===== src/rtl/reg_pair_sequencer_if.sv =====
// Pushbutton, switch and display signals of the two-register sequencer.
// The master side drives the button and switches; the slave side is the sequencer.
interface reg_pair_sequencer_if;
  logic        Step;
  logic [15:0] SW;
  logic [1:0]  Op;
  logic        Chain;
  logic [15:0] reg_a;
  logic [15:0] reg_b;
  logic [2:0]  state;
  logic        busy;
  logic        carry;
  logic        zero;

  modport master (
    output Step, SW, Op, Chain,
    input  reg_a, reg_b, state, busy, carry, zero
  );

  modport slave (
    input  Step, SW, Op, Chain,
    output reg_a, reg_b, state, busy, carry, zero
  );
endinterface


===== src/rtl/reg_pair_sequencer.sv =====
// Button-stepped sequencer: load A, load B, run one ALU op, write the result back into A.
// The raw pushbutton is synchronised, debounced and rising-edge detected here.
//
// state  | meaning
// WAIT_A | waiting for a step to load operand A from the switches
// WAIT_B | waiting for a step to load operand B and latch the op
// EXEC   | one-cycle execute; result, carry and zero are written
// DONE   | result shown in reg_a; step chains (Chain=1) or restarts
module reg_pair_sequencer #(
  parameter int DEBOUNCE_CYCLES = 50000,
  parameter int CNT_W           = 16
) (
  input  logic                 Clock,
  input  logic                 Reset,
  reg_pair_sequencer_if.slave  bus
);

  typedef enum logic [2:0] {
    WAIT_A = 3'd0,
    WAIT_B = 3'd1,
    EXEC   = 3'd2,
    DONE   = 3'd3
  } state_t;

  localparam logic [CNT_W-1:0] CNT_LAST = CNT_W'(DEBOUNCE_CYCLES - 1);

  logic             sync1_q, sync2_q;
  logic             stable_q, stable_d;
  logic             stable_dly_q;
  logic             step_pulse_q, step_pulse_d;
  logic             step_pulse;
  logic [CNT_W-1:0] cnt_q, cnt_d;

  state_t           state_q, state_d;
  logic [15:0]      reg_a_q, reg_a_d;
  logic [15:0]      reg_b_q, reg_b_d;
  logic [1:0]       op_q, op_d;
  logic             carry_q, carry_d;
  logic             zero_q, zero_d;
  logic             busy_q, busy_d;
  logic [16:0]      alu_res;

  // A new level is accepted only after it has been seen on consecutive samples.
  always_comb begin
    cnt_d    = '0;
    stable_d = stable_q;
    if (sync2_q != stable_q) begin
      if (cnt_q == CNT_LAST) begin
        stable_d = sync2_q;
      end else begin
        cnt_d = cnt_q + CNT_W'(1);
      end
    end
  end

  assign step_pulse_d = stable_q & ~stable_dly_q;
  assign step_pulse   = step_pulse_q;

  always_ff @(posedge Clock or posedge Reset) begin
    if (Reset) begin
      sync1_q      <= 1'b0;
      sync2_q      <= 1'b0;
      stable_q     <= 1'b0;
      stable_dly_q <= 1'b0;
      step_pulse_q <= 1'b0;
      cnt_q        <= '0;
    end else begin
      sync1_q      <= bus.Step;
      sync2_q      <= sync1_q;
      stable_q     <= stable_d;
      stable_dly_q <= stable_q;
      step_pulse_q <= step_pulse_d;
      cnt_q        <= cnt_d;
    end
  end

  // Bit 16 is the ADD carry-out or, for SUB, the borrow (a < b).
  always_comb begin
    case (op_q)
      2'b00:   alu_res = {1'b0, reg_a_q ^ reg_b_q};
      2'b01:   alu_res = {1'b0, reg_a_q} + {1'b0, reg_b_q};
      2'b10:   alu_res = {1'b0, reg_a_q} - {1'b0, reg_b_q};
      default: alu_res = {1'b0, reg_a_q & reg_b_q};
    endcase
  end

  always_comb begin
    state_d = state_q;
    reg_a_d = reg_a_q;
    reg_b_d = reg_b_q;
    op_d    = op_q;
    carry_d = carry_q;
    zero_d  = zero_q;
    case (state_q)
      WAIT_A: begin
        if (step_pulse) begin
          reg_a_d = bus.SW;
          state_d = WAIT_B;
        end
      end
      WAIT_B: begin
        if (step_pulse) begin
          reg_b_d = bus.SW;
          op_d    = bus.Op;
          state_d = EXEC;
        end
      end
      EXEC: begin
        reg_a_d = alu_res[15:0];
        carry_d = alu_res[16];
        zero_d  = (alu_res[15:0] == 16'h0000);
        state_d = DONE;
      end
      DONE: begin
        if (step_pulse) begin
          state_d = bus.Chain ? WAIT_B : WAIT_A;
        end
      end
      default: state_d = WAIT_A;
    endcase
    busy_d = (state_d == EXEC);
  end

  always_ff @(posedge Clock or posedge Reset) begin
    if (Reset) begin
      state_q <= WAIT_A;
      reg_a_q <= 16'h0000;
      reg_b_q <= 16'h0000;
      op_q    <= 2'b00;
      carry_q <= 1'b0;
      zero_q  <= 1'b0;
      busy_q  <= 1'b0;
    end else begin
      state_q <= state_d;
      reg_a_q <= reg_a_d;
      reg_b_q <= reg_b_d;
      op_q    <= op_d;
      carry_q <= carry_d;
      zero_q  <= zero_d;
      busy_q  <= busy_d;
    end
  end

  assign bus.reg_a = reg_a_q;
  assign bus.reg_b = reg_b_q;
  assign bus.state = state_q;
  assign bus.busy  = busy_q;
  assign bus.carry = carry_q;
  assign bus.zero  = zero_q;

endmodule


===== src/flat_wrapper.sv =====
// flat-port wrapper written by rule: the top's interface ports become plain ports
module reg_pair_sequencer_flat 
#(
  parameter int DEBOUNCE_CYCLES = 50000,
  parameter int CNT_W           = 16
)
  (Clock, Reset, bus_Step, bus_SW, bus_Op, bus_Chain, bus_reg_a, bus_reg_b, bus_state, bus_busy, bus_carry, bus_zero);
  reg_pair_sequencer_if bus_i ();
  input  logic Clock;
  input  logic Reset;
  input wire logic [$bits(bus_i.Step)-1:0] bus_Step;
  input wire logic [$bits(bus_i.SW)-1:0] bus_SW;
  input wire logic [$bits(bus_i.Op)-1:0] bus_Op;
  input wire logic [$bits(bus_i.Chain)-1:0] bus_Chain;
  output wire logic [$bits(bus_i.reg_a)-1:0] bus_reg_a;
  output wire logic [$bits(bus_i.reg_b)-1:0] bus_reg_b;
  output wire logic [$bits(bus_i.state)-1:0] bus_state;
  output wire logic [$bits(bus_i.busy)-1:0] bus_busy;
  output wire logic [$bits(bus_i.carry)-1:0] bus_carry;
  output wire logic [$bits(bus_i.zero)-1:0] bus_zero;
  assign bus_i.Step = bus_Step;
  assign bus_i.SW = bus_SW;
  assign bus_i.Op = bus_Op;
  assign bus_i.Chain = bus_Chain;
  assign bus_reg_a = bus_i.reg_a;
  assign bus_reg_b = bus_i.reg_b;
  assign bus_state = bus_i.state;
  assign bus_busy = bus_i.busy;
  assign bus_carry = bus_i.carry;
  assign bus_zero = bus_i.zero;
  reg_pair_sequencer #(.DEBOUNCE_CYCLES(DEBOUNCE_CYCLES), .CNT_W(CNT_W)) u_core (.Clock(Clock), .Reset(Reset), .bus(bus_i));
endmodule

===== config.mk =====
export PLATFORM = sky130hd
export DESIGN_NAME = reg_pair_sequencer_flat
export DESIGN_NICKNAME = d
export VERILOG_FILES = /design/src/rtl/reg_pair_sequencer_if.sv /design/src/rtl/reg_pair_sequencer.sv /design/src/flat_wrapper.sv
export SDC_FILE = /design/constraint.sdc
export NUM_CORES = 1
export LEC_CHECK = 0
export ABC_AREA = 1
export CORE_MARGIN = 10
export CORE_UTILIZATION = 61
export CTS_CLUSTER_DIAMETER = 100
export DETAILED_ROUTE_END_ITERATION = 10
export PLACE_DENSITY = 0.84
export RECOVER_POWER = 100
export SYNTH_ARGS = -nofsm -noshare
export SYNTH_HDL_FRONTEND = slang
export SYNTH_SLANG_ARGS = --single-unit

===== constraint.sdc =====
create_clock -name Clock -period 7.4 [get_ports Clock]
set_input_delay 1.11 -clock Clock [delete_from_list [all_inputs] [get_ports Clock]]
set_output_delay 1.11 -clock Clock [all_outputs]
set_load 0.005 [all_outputs]

==> impl_metrics.env, run 1 <==
export IMPL_dpl_hpwl_um=9805
export IMPL_cts_buffer_depth=2
export IMPL_portBuffers=59
export IMPL_syn_inst=648
export IMPL_status="finished, violations left"
export IMPL_min_path_cells=0
export IMPL_die_y_um=106.1
export IMPL_netlist_area_um2=4517
export IMPL_post_route_util=0.7473
export IMPL_synthXorXnorAreaFrac=0.03684
export IMPL_ant_nets=0
export IMPL_synthSimpleGateAreaFrac=0.3006
export IMPL_hold_start="u_core.sync1_q$_DFF_PP0_"
export IMPL_tns_ns=0
export IMPL_core_um2=7214
export IMPL_worstSetupEndpointType="flop"
export IMPL_max_slew_margin=-1.208
export IMPL_r2r_cells=5
export IMPL_start_kind="flop"
export IMPL_arrival_ns=4.57
export IMPL_vdd_drop_max_v=0.0001328
export IMPL_synth_fp_nets=708
export IMPL_fin_crit_sh=0.5890
export IMPL_path_clk_slew_ns=0.07
export IMPL_syn_avg_cell_area_um2=6.970
export IMPL_cts_repair_resized=0
export IMPL_dieWidth_um=106.1
export IMPL_via_count=4513
export IMPL_place_congestion=0.9822
export IMPL_syn_to_final_growth_pct=19.36
export IMPL_fillers=588
export IMPL_violations="capacitance limit, slew limit"
export IMPL_antenna_found_initial=0
export IMPL_r2r_end="u_core.bus.reg_a[11]$_DFFE_PP0P_"
export IMPL_hold_end="u_core.sync2_q$_DFF_PP0_"
export IMPL_synthMuxAreaShare=0
export IMPL_drive_above_1_share=0.05204
export IMPL_cts_htree_levels=3
export IMPL_grt_pass1_vias=4574
export IMPL_cap_violations=2
export IMPL_slew_violations=81
export IMPL_antenna_cells=0
export IMPL_tightestPinTransition_ns=3.313
export IMPL_hold_violations=0
export IMPL_cts_tree="yes"
export IMPL_yosys_area_share_adder=0.1069
export IMPL_rsz0062_at_grt="no"
export IMPL_cts_buffers=9
export IMPL_drt_pass1_iter_count=5
export IMPL_cts_root_buf="clkbuf_8"
export IMPL_cts_sinks=61
export IMPL_grt_pass1_wl_um=22130
export IMPL_clock_fmax_ghz=0.2294
export IMPL_grt_max_degree=62
export IMPL_ys_ff_latch=61
export IMPL_synth_top_family_by_area="simple AND/OR/NAND/NOR gates"
export IMPL_worstReg2RegStart="u_core.bus.state[1]$_DFF_PP0_"
export IMPL_crit_type="flop to flop"
export IMPL_rows=31
export IMPL_clk_latency_ns=0.35
export IMPL_synth_warnings=0
export IMPL_synth_compound_area_frac=0.1288
export IMPL_ctsHoldBuffers=0
export IMPL_path_max_fanout=19
export IMPL_drt_iter0_drc=335
export IMPL_postCtsSetupRepairBufs=0
export IMPL_hold_path_class="flop to flop"
export IMPL_die_area_um2=11250
export IMPL_p_per_area_nw_per_um2=131.2
export IMPL_finalCriticalPeriod_ns=4.359
export IMPL_grt_overflow=0
export IMPL_finalSetupViolCount=0
export IMPL_ys_types=38
export IMPL_yosysSeqAreaShare=0.3380
export IMPL_start_util=0.6261
export IMPL_viasPerCell=5.572
export IMPL_reg2reg_slack_ns=3.04
export IMPL_worst_ep_required_time_ns=7.61
export IMPL_power_leakage_nw=2.374
export IMPL_finalNetCount=766
export IMPL_routed_wirelength_um=13050
export IMPL_finalClockSkew_ns=0.01221
export IMPL_drc_errors=0
export IMPL_wire_per_inst_um=16.11
export IMPL_grt_total_usage=0.2392
export IMPL_ios=60
==> state kept, by name (all words and copies together), names as in the netlist, 2 cells and up <==
| signal | count |
|---|---|
| u_core.bus.reg_a | 16 |
| u_core.cnt_q | 16 |
| u_core.op_q | 2 |
| u_core.bus.state | 3 |
| u_core.bus.reg_b | 16 |
==> worst max-delay path, cell delays in order (launching register included) <==
cell and delay [ns]:
dfrtp_1 0.43, clkinv_1 0.09, nor3_1 1.66, clkinv_1 1.35, a21oi_1 0.54, o21ai_0 0.14
==> cells in the final DEF, fill, tap and decap left out, types with 12 or more instances in the layout <==
cell and n:
xor2_1 12, a21oi_1 46, nor2_1 48, ha_1 37
inv_1 85, dfrtp_1 61, nand3_1 38, nand2_1 188
clkdlybuf4s50_1 19, or2_2 12, dlygate4sd3_1 40, o21ai_0 53
==> synth_stat cells <==
cell type | instances | area (um^2)
nand2_1 | 188 | 705.7
inv_1 | 85 | 319.1
dfrtp_1 | 61 | 1526
o21ai_0 | 51 | 255.2
nor2_1 | 47 | 176.4
a21oi_1 | 46 | 230.2
nand3_1 | 38 | 190.2
ha_1 | 37 | 462.9
clkbuf_1 | 12 | 45.04
or2_2 | 12 | 75.07
xor2_1 | 12 | 105.1
nor3_1 | 8 | 40.04
xnor2_1 | 7 | 61.31
nand4_1 | 4 | 25.02
buf_2 | 3 | 15.01
inv_2 | 3 | 11.26
nand2_2 | 3 | 18.77
a31oi_1 | 2 | 12.51
clkinv_1 | 2 | 7.510
nor2_4 | 2 | 22.52
nor3_2 | 2 | 20.02
nor3b_2 | 2 | 25.02
nor4_1 | 2 | 12.51
o21a_1 | 2 | 15.01
o21ai_1 | 2 | 10.01
o21bai_1 | 2 | 15.01
o31ai_1 | 2 | 15.01
a211oi_1 | 1 | 7.510
a22oi_1 | 1 | 7.510
and2_1 | 1 | 6.260
conb_1 | 1 | 3.750
fa_1 | 1 | 20.02
nand3_2 | 1 | 10.01
nand3b_1 | 1 | 7.510
nor2_2 | 1 | 6.260
nor3_4 | 1 | 16.27
o211ai_1 | 1 | 7.510
o22ai_1 | 1 | 6.260
==> layer usage <==
metal,share of wire,up-vias,track usage
met2,0.49,172,0.4072
met5,0,-,0
met1,0.42,2119,0.2903
met4,0.019,0,0.08221
met3,0.071,23,0.05556
li1,-,2199,-
==> layout make-up <==
| class | instances | area, um^2 | area share |
|---|---|---|---|
| Multi-Input combinational cell | 482 | 2569 | 0.4764 |
| Tap cell | 99 | 123.9 | 0.02298 |
| Clock inverter | 5 | 81.33 | 0.01508 |
| Timing Repair Buffer | 62 | 601.8 | 0.1116 |
| Clock buffer | 11 | 151.4 | 0.02808 |
| Sequential cell | 61 | 1526 | 0.2831 |
| Inverter | 90 | 337.8 | 0.06266 |
==> stage by stage <==
step / area [um^2] / worst slack [ns] / instances / total power (W) / hold slack, ns
2_1_floorplan: 4517 / 4.638 / 648 / 0.0003526 / 0.3312
3_3_place_gp: 5199 / 4.242 / 794 / 0.0003693 / 0.3388
3_5_place_dp: 5199 / 4.179 / 794 / 0.0003701 / 0.3404
4_1_cts: 5431 / 4.185 / 810 / 0.0007095 / 0.3573
5_1_grt: 5391 / 2.470 / 810 / 0.0007245 / 0.3709
6_report: 5391 / 3.041 / 810 / 0.0007072 / 0.3550
==> how the worst max path moves through the flow <==
| stage | start | endpoint | slack (ns) | cells past startpoint |
|---|---|---|---|---|
| after floorplan | u_core.bus.reg_b[0]$_DFFE_PP0P_ | u_core.bus.zero$_DFFE_PP0P_ | 4.64 | 25 |
| after detailed placement | u_core.bus.reg_b[0]$_DFFE_PP0P_ | u_core.bus.zero$_DFFE_PP0P_ | 4.18 | 25 |
| after CTS | u_core.bus.reg_b[0]$_DFFE_PP0P_ | u_core.bus.zero$_DFFE_PP0P_ | 4.18 | 25 |
| after global routing | Reset | u_core.bus.reg_a[1]$_DFFE_PP0P_ | 2.47 | 3 |
| after global placement | u_core.bus.reg_b[2]$_DFFE_PP0P_ | u_core.bus.carry$_DFFE_PP0P_ | 4.24 | 15 |
| final | u_core.bus.state[1]$_DFF_PP0_ | u_core.bus.reg_a[11]$_DFFE_PP0P_ | 3.04 | 5 |
==> cells by family after synthesis <==
family / after synthesis
DFF: 61
xor gates and xnor gates: 19
buffers and inverters: 105
and+or+nand+nor: 313
AOI/OAI and AO/OA: 111
other: 1
adders and majority gates: 38
==> report_power, final <==
part / internal, W / leakage, nW / total, W / switching (W)
Combinational: 0.0000119 / 1.59 / 0.0000249 / 0.0000130
Sequential: 0.000336 / 0.665 / 0.000338 / 0.00000203
Clock: 0.000208 / 0.116 / 0.000345 / 0.000136
Total: 0.000556 / 2.37 / 0.000707 / 0.000151
(Power assumes the default switching activity.)
==> run 2, diff against run 1 <==
--- a/config.mk
+++ b/config.mk
@@ -7,10 +7,10 @@
 export LEC_CHECK = 0
 export ABC_AREA = 1
 export CORE_MARGIN = 10
-export CORE_UTILIZATION = 61
+export CORE_UTILIZATION = 51
 export CTS_CLUSTER_DIAMETER = 100
 export DETAILED_ROUTE_END_ITERATION = 10
-export PLACE_DENSITY = 0.84
+export PLACE_DENSITY = 0.75
 export RECOVER_POWER = 100
 export SYNTH_ARGS = -nofsm -noshare
 export SYNTH_HDL_FRONTEND = slang
==> constraint.sdc (replaced) <==
create_clock -name Clock -period 3.82 [get_ports Clock]
set_input_delay 0.573 -clock Clock [delete_from_list [all_inputs] [get_ports Clock]]
set_output_delay 0.573 -clock Clock [all_outputs]
set_load 0.005 [all_outputs]
==> impl_metrics.env, run 2 (synthesis results as in run 1) <==
export IMPL_ctsHoldBuffers=0
export IMPL_use_met1=0.2594
export IMPL_finalClockSkew_ns=0.01251
export IMPL_cts_buffer_depth=2
export IMPL_cap_violations=1
export IMPL_drt_iter0_drc=352
export IMPL_grt_pass1_vias=4318
export IMPL_die_y_um=114.1
export IMPL_arrival_ns=3.47
export IMPL_hold_slack_ns=0.3608
export IMPL_core_um2=8678
export IMPL_place_area_um2=5233
export IMPL_grt_overflow=0
export IMPL_cts_buffers=9
export IMPL_start_kind="flop"
export IMPL_ant_nets=0
export IMPL_via_count=4456
export IMPL_final_cell_area_um2=5404
export IMPL_dieWidth_um=114.1
export IMPL_postCtsSetupRepairBufs=0
export IMPL_antenna_found_initial=0
export IMPL_register_area_um2=1526
export IMPL_dpl_hpwl_um=9795
export IMPL_finalCriticalPeriod_ns=3.224
export IMPL_finalNetCount=769
export IMPL_portBuffers=59
export IMPL_rsz0062_at_grt="no"
export IMPL_violations="capacitance limit, slew limit"
export IMPL_slowest_stage="fa_1"
export IMPL_drive_above_1_share=0.05602
export IMPL_vdd_drop_max_v=0.0002402
export IMPL_crit_type="flop to flop"
export IMPL_slew_violations=48
export IMPL_ios=60
export IMPL_hold_violations=0
export IMPL_antenna_cells=0
export IMPL_clk_latency_ns=0.36
export IMPL_drc_errors=0
export IMPL_viasPerCell=5.421
export IMPL_status="finished, violations left"
export IMPL_post_layout_nonfiller_instances=822
export IMPL_dp_cells=806
export IMPL_wire_per_inst_um=15.62
export IMPL_cts_htree_levels=3
export IMPL_grt_pass1_wl_um=21420
export IMPL_worstSetupEndpointType="flop"
export IMPL_path_delay_family="simple AND/OR/NAND/NOR gates"
export IMPL_layout_commonest_cell="nand2_1"
export IMPL_power_leakage_nw=2.368
export IMPL_syn_to_final_growth_pct=19.64
export IMPL_worst_ep_required_time_ns=4.06
export IMPL_place_congestion=0.9624
export IMPL_finalSetupViolCount=0
export IMPL_path_clk_slew_ns=0.08
export IMPL_tns_ns=0
export IMPL_mostFrequentLayoutCells="nand2_1 (188), inv_1 (86), dfrtp_1 (61), o21ai_0 (51), nor2_1 (48)"
export IMPL_fin_crit_sh=0.8440
export IMPL_die_area_um2=13020
export IMPL_cts_root_buf="clkbuf_8"
export IMPL_slowest_delay_ns=0.48
export IMPL_routed_wirelength_um=12840
export IMPL_rows=34
export IMPL_multi_input_area_um2=2580
export IMPL_cts_repair_resized=0
export IMPL_clock_fmax_ghz=0.3102
export IMPL_path_buf_inv=3
export IMPL_path_max_fanout=10
export IMPL_hold_path_class="flop to flop"
export IMPL_cpMostUsedCell="nand2_1"
export IMPL_grt_max_degree=48
export IMPL_max_slew_margin=-0.1928
export IMPL_gr_max_usage_layer="met2"
export IMPL_tightestPinTransition_ns=1.787
export IMPL_fillers=791
export IMPL_start_util=0.5205
export IMPL_p_per_area_nw_per_um2=243.1
export IMPL_cts_tree="yes"
export IMPL_drt_pass1_iter_count=5
export IMPL_grtUsageMet2=0.3276
export IMPL_crit_chain="inv_1, ha_1, clkbuf_1, o21ai_0, fa_1, nand2_1, nand2_1, nand3_1, nand2_1, nand2_1, nand3_1, nand2_1, nand2_1, nand2_1, inv_1, nand3_1, nor2_1, nand3_1, nand2_1"
export IMPL_cts_sinks=61
export IMPL_met3_usage=0.03197
export IMPL_grt_total_usage=0.2010
## run 2: cell types whose count changed in the layout (fill, tap and decap cells not counted), sizes merged
cell    change
buf         +1
bufinv      -1
inv         +3
## run 2: path summary, 6_finish.rpt
| kind | start | to | slack [ns] | cells past startpoint |
|---|---|---|---|---|
| min reg2reg | u_core.sync1_q$_DFF_PP0_ | u_core.sync2_q$_DFF_PP0_ | 0.36 | 0 |
| max reg2reg | u_core.op_q[0]$_DFFE_PP0P_ | u_core.bus.zero$_DFFE_PP0P_ | 0.60 | 19 |
| min in group asynchronous | Reset | u_core.bus.state[0]$_DFF_PP0_ | 1.23 | 2 |
| max in group asynchronous | Reset | u_core.bus.carry$_DFFE_PP0P_ | 1.42 | 3 |
| min | u_core.sync1_q$_DFF_PP0_ | u_core.sync2_q$_DFF_PP0_ | 0.36 | 0 |
| max | u_core.op_q[0]$_DFFE_PP0P_ | u_core.bus.zero$_DFFE_PP0P_ | 0.60 | 19 |
## run 2: per-layer routing
| layer | part of all wire | routed length [um] |
|---|---|---|
| met1 | 0.44 | 5647 |
| met2 | 0.47 | 6063 |
| met3 | 0.065 | 840 |
| met4 | 0.023 | 289 |
| met5 | 0 | 0 |
## run 2: area by class of cell
| cell class | count | area share |
|---|---|---|
| tap | 108 | 0.02501 |
| multi-input combinational | 482 | 0.4774 |
| inverter | 90 | 0.06251 |
| clock inverter | 7 | 0.01551 |
| timing repair buffer | 65 | 0.1141 |
| clock buffer | 9 | 0.02292 |
| sequential | 61 | 0.2825 |
## run 2: where the power goes
group	internal (W)	switching, W	leakage [nW]
logic	0.0000235	0.0000252	1.60
clock network	0.000311	0.000301	0.102
registers	0.000649	0.00000354	0.665
## run 2: through the flow
stage               power [W]  setup slack (ns)  utilization
floorplan           0.0006830             1.058            -
global placement    0.0007163            0.6420       0.6029
detailed placement  0.0007170            0.6661       0.6029
CTS                  0.001322            0.6529       0.6269
global route         0.001356            0.1146       0.6227
finish               0.001314            0.5958       0.6227
